**config.mk**
```make
export PLATFORM = sky130hd
export DESIGN_NAME = key_debounce
export DESIGN_NICKNAME = d
export VERILOG_FILES = /design/src/rtl/key_debounce.sv
export SDC_FILE = /design/constraint.sdc
export NUM_CORES = 1
export LEC_CHECK = 0
export CORE_MARGIN = 5
export CORE_UTILIZATION = 58
export CTS_CLUSTER_SIZE = 14
export DETAILED_ROUTE_END_ITERATION = 16
export PLACE_DENSITY = 0.76
export SLEW_MARGIN = 30
export SYNTH_ARGS = -nofsm -noshare
export SYNTH_HDL_FRONTEND = slang
export SYNTH_SLANG_ARGS = --single-unit
```
**constraint.sdc**
```tcl
create_clock -name sys_clk -period 3.9 [get_ports sys_clk]
set_clock_uncertainty 0.1 [all_clocks]
set_input_delay 0.585 -clock sys_clk [delete_from_list [all_inputs] [get_ports sys_clk]]
set_output_delay 0.585 -clock sys_clk [all_outputs]
set_load 0.03 [all_outputs]
```
**src/rtl/key_debounce.sv**
```systemverilog
// rtl/key_debounce.sv - synchronised, debounced push-button with press/release/long-press events
// A raw pin goes through a 2-FF synchroniser, then a five-state debouncer with registered strobes.
module key_debounce #(
  parameter int unsigned DEBOUNCE_CYCLES = 4_000_000,
  parameter int unsigned LONG_CYCLES     = 200_000_000,
  parameter bit          KEY_ACTIVE_LOW  = 1'b1,
  parameter int unsigned CNT_W           = 8
) (
  input  logic             sys_clk,
  input  logic             rst,
  input  logic             key_in,
  output logic             key_state,
  output logic             press_pulse,
  output logic             release_pulse,
  output logic             long_press,
  output logic [CNT_W-1:0] press_count
);

  localparam logic [31:0] DEB_LAST  = 32'(DEBOUNCE_CYCLES - 1);
  localparam logic [31:0] HOLD_LAST = 32'(LONG_CYCLES - DEBOUNCE_CYCLES - 1);

  typedef enum logic [2:0] {
    RELEASED    = 3'd0,
    PRESS_CHK   = 3'd1,
    PRESSED     = 3'd2,
    HELD        = 3'd3,
    RELEASE_CHK = 3'd4
  } state_t;

  state_t      state_q, state_d;
  logic [1:0]  sync_q;
  logic        k_sync;
  logic [31:0] deb_q, hold_q;
  logic        held_q;
  logic        deb_clr, deb_inc, hold_clr, hold_inc, mark_origin;
  logic        press_d, release_d, long_d;

  // Synchroniser resets to the idle pin level so reset never looks like a press edge.
  always_ff @(posedge sys_clk) begin
    if (rst) sync_q <= {2{KEY_ACTIVE_LOW}};
    else     sync_q <= {sync_q[0], key_in};
  end

  assign k_sync = sync_q[1] ^ KEY_ACTIVE_LOW;

  always_ff @(posedge sys_clk) begin
    if (rst) state_q <= RELEASED;
    else     state_q <= state_d;
  end

  always_comb begin
    state_d = state_q;
    unique case (state_q)
      RELEASED:    if (k_sync) state_d = PRESS_CHK;
      PRESS_CHK: begin
        if (!k_sync)               state_d = RELEASED;
        else if (deb_q == DEB_LAST) state_d = PRESSED;
      end
      PRESSED: begin
        if (!k_sync)                 state_d = RELEASE_CHK;
        else if (hold_q == HOLD_LAST) state_d = HELD;
      end
      HELD:        if (!k_sync) state_d = RELEASE_CHK;
      RELEASE_CHK: begin
        if (k_sync)                 state_d = held_q ? HELD : PRESSED;
        else if (deb_q == DEB_LAST) state_d = RELEASED;
      end
      default:     state_d = RELEASED;
    endcase
  end

  always_comb begin
    deb_clr     = 1'b0;
    deb_inc     = 1'b0;
    hold_clr    = 1'b0;
    hold_inc    = 1'b0;
    mark_origin = 1'b0;
    press_d     = 1'b0;
    release_d   = 1'b0;
    long_d      = 1'b0;
    unique case (state_q)
      RELEASED:  deb_clr = k_sync;
      PRESS_CHK: begin
        if (k_sync) begin
          if (deb_q == DEB_LAST) begin
            press_d  = 1'b1;
            hold_clr = 1'b1;
          end else begin
            deb_inc = 1'b1;
          end
        end
      end
      PRESSED: begin
        if (!k_sync) begin
          deb_clr     = 1'b1;
          mark_origin = 1'b1;
        end else if (hold_q == HOLD_LAST) begin
          long_d = 1'b1;
        end else begin
          hold_inc = 1'b1;
        end
      end
      HELD: begin
        if (!k_sync) begin
          deb_clr     = 1'b1;
          mark_origin = 1'b1;
        end
      end
      RELEASE_CHK: begin
        if (!k_sync) begin
          if (deb_q == DEB_LAST) release_d = 1'b1;
          else                   deb_inc   = 1'b1;
        end
      end
      default: ;
    endcase
  end

  // held_q remembers whether a release check started from HELD, so a glitch cannot re-arm long_press.
  always_ff @(posedge sys_clk) begin
    if (rst) begin
      deb_q         <= '0;
      hold_q        <= '0;
      held_q        <= 1'b0;
      key_state     <= 1'b0;
      press_pulse   <= 1'b0;
      release_pulse <= 1'b0;
      long_press    <= 1'b0;
      press_count   <= '0;
    end else begin
      if (deb_clr)      deb_q <= '0;
      else if (deb_inc) deb_q <= deb_q + 32'd1;
      if (hold_clr)      hold_q <= '0;
      else if (hold_inc) hold_q <= hold_q + 32'd1;
      if (mark_origin) held_q <= (state_q == HELD);
      press_pulse   <= press_d;
      release_pulse <= release_d;
      long_press    <= long_d;
      if (press_d) begin
        key_state <= 1'b1;
        if (press_count != '1) press_count <= press_count + CNT_W'(1);
      end else if (release_d) begin
        key_state <= 1'b0;
      end
    end
  end

endmodule
```
==> results.cfg <==
[yosys]
synth_area_um2 = 4080
ys_seq_area_frac = 0.402
yosysUniqueCellTypes = 54
synth_enable_flop_cells = 0
synthTopCellsByArea = dfxtp_1 (40%), a21oi_1 (6.3%), or3_1 (6.0%), o21ai_0 (4.5%), nand3_1 (3.9%)
avgSynthCellArea_um2 = 8.28
synth_top_area_cell = dfxtp_1
synthCells = 493
syn_nets = 499
yosys.area.top_type_share = 0.402
synthFlopType = dfxtp_1
ys_seq_elements = 82
ys_async_sr_fraction = 0
synth_warnings = 0

[sta]
slew_headroom = 0.433
final_max_slew_viol_count = 0
layout_setup_ws_ns = 0.875
fin_crit_sh = 0.776
rsz0062_at_grt = false
fmax_mhz = 331
worst_slew_pin_slew_ns = 0.842
min_period_ns = 3.02
hold_viol = 0
finalSetupViolations = 0
tns_ns = 0

[route]
first_iter_violations = 199
postRouteAntennaNets = 0
totalWireLength_um = 8840
detail_route.wl_per_cell_um = 14.6
drc = 0
drtPass1Iterations = 5
routed_via_density = 6.19
vias = 3739

[run_status]
status = finished clean

[finish]
final_cell_mix = dfxtp_1 (82), a21oi_1 (51), or3_1 (39)
final_nets = 509
area_growth_pct = 11.4
diodes = 0
fill_cells = 614
layout-drive-gt1-share = 0.0709
final_common_cell = dfxtp_1
fin_cells = 604

[clocking]
path_clk_slew_ns = 0.08
numCtsBuffers = 9
cts_tree = built
clock_latency_ns = 0.36
clockBufferDepth = 2
cts_setup_buffers = 0
cts_resized = 0
ctsHtreeMaxLevel = 3
root_buffer = clkbuf_8
holdBufCountCts = 0
cts_sinks = 82

[grt]
grt_pass1_wl_um = 15600
grt_use_total = 0.216
grt_pass1_vias = 3439
antenna_found_initial = 0
gr-total-overflow = 0
grt_max_degree = 33

[die]
die_x_um = 93.9
die_y_um = 93.9
dieArea_um2 = 8810
start_util = 0.597
rows = 30
ios = 15
core-area_um2 = 6830

[job]
drv_cap = 0

[place]
dp.cells = 588
gp_congestion = 0.809
io_buffers = 14
place_ws_ns = 0.929
dpl.hpwl_um = 5950

[critical_path]
required_ns = 4.09
path_max_fanout = 14
cp.arrival_ns = 3.21
worstSetupEndpointType = flop
crit_path_start_kind = flop
critPathKind = flop to flop

[power_and_ir_drop]
finalPower_mw = 1.67
powerDensity_nw_per_um2 = 368
peakVddDrop_mv = 0.216
leakagePower_nw = 1.36

[hold_path]
hold_class = flop to flop
## worst max-delay path, stage by stage, from the launching register on
cell	delay, ns
dfxtp_1	0.55
or3b_1	0.48
a211oi_2	0.63
nand3_1	0.46
or4_1	0.59
a21oi_1	0.15
## stage by stage
step | hold WS [ns] | cell area [µm²] | util
global route | 0.330 | 4550 | 0.665
floorplan | 0.289 | 4080 | -
detailed placement | 0.303 | 4280 | 0.626
CTS | 0.322 | 4550 | 0.665
global placement | 0.308 | 4280 | 0.626
finish | 0.317 | 4550 | 0.665
## layout make-up
class                           count  area [µm²]  area share
Clock inverter                      5         125      0.0275
Sequential cell                    82        1640       0.361
Tap cell                           96         120      0.0264
Timing Repair Buffer               20         185      0.0407
Inverter                            9        33.8     0.00743
Clock buffer                       11         141      0.0311
Multi-Input combinational cell    381        2300       0.506
## where the power goes
group	internal [mW]	leakage (nW)	switching [mW]
clock	0.507	0.134	0.304
sequential	0.838	0.661	0.00243
combinational	0.00618	0.569	0.0173
## per-layer routing
| metal | global-route usage | vias to the layer above | wire length [µm] |
|---|---|---|---|
| met4 | 0.0866 | 0 | 142 |
| met5 | 0 | - | 0 |
| met2 | 0.355 | 80 | 4250 |
| met3 | 0.0353 | 13 | 326 |
| met1 | 0.280 | 1774 | 4120 |
| li1 | - | 1872 | - |
## logic make-up after synthesis
kind of cell / after synthesis / synth area share
adder cells (fa/ha/maj): 3 / 0.00920
AND/OR/NAND/NOR: 237 / 0.337
flip-flops: 82 / 0.402
buffers and inverters: 30 / 0.0346
multiplexers: 1 / 0.00245
AO/OA/AOI/OAI: 118 / 0.167
XOR/XNOR: 22 / 0.0472
## sequential cells by signal, summed over array words and instances, names as in the netlist
| signal | count |
|---|---|
| long_press | 1 |
| sync_q | 2 |
| state_q | 3 |
| press_count | 8 |
| deb_q | 32 |
| hold_q | 32 |
| key_state | 1 |
| held_q | 1 |
| release_pulse | 1 |
| press_pulse | 1 |
## synthesized netlist by cell type, drive strengths merged, types with 6 or more instances
master  instances
a21oi          51
and3            6
buf             9
clkbuf         12
dfxtp          82
inv             9
nand2          36
nand3          33
nand4          21
nor2           36
nor3           10
nor4           12
o21ai          38
o31ai          12
or3            39
or4            13
xnor2           6
xor2           16
## path summary, 6_finish.rpt
kind / from / to / slack (ns) / cells after the start
setup / recovery: state_q[0]$_SDFFE_PP0P_ / deb_q[31]$_SDFFE_PP0P_ / 0.88 / 5
hold reg to reg: sync_q[0]$_SDFF_PP1_ / sync_q[1]$_SDFF_PP1_ / 0.32 / 1
setup reg to reg: state_q[0]$_SDFFE_PP0P_ / deb_q[31]$_SDFFE_PP0P_ / 0.88 / 5
hold / removal: sync_q[0]$_SDFF_PP1_ / sync_q[1]$_SDFF_PP1_ / 0.32 / 1
Note: power is estimated with default switching activity, not from simulation.
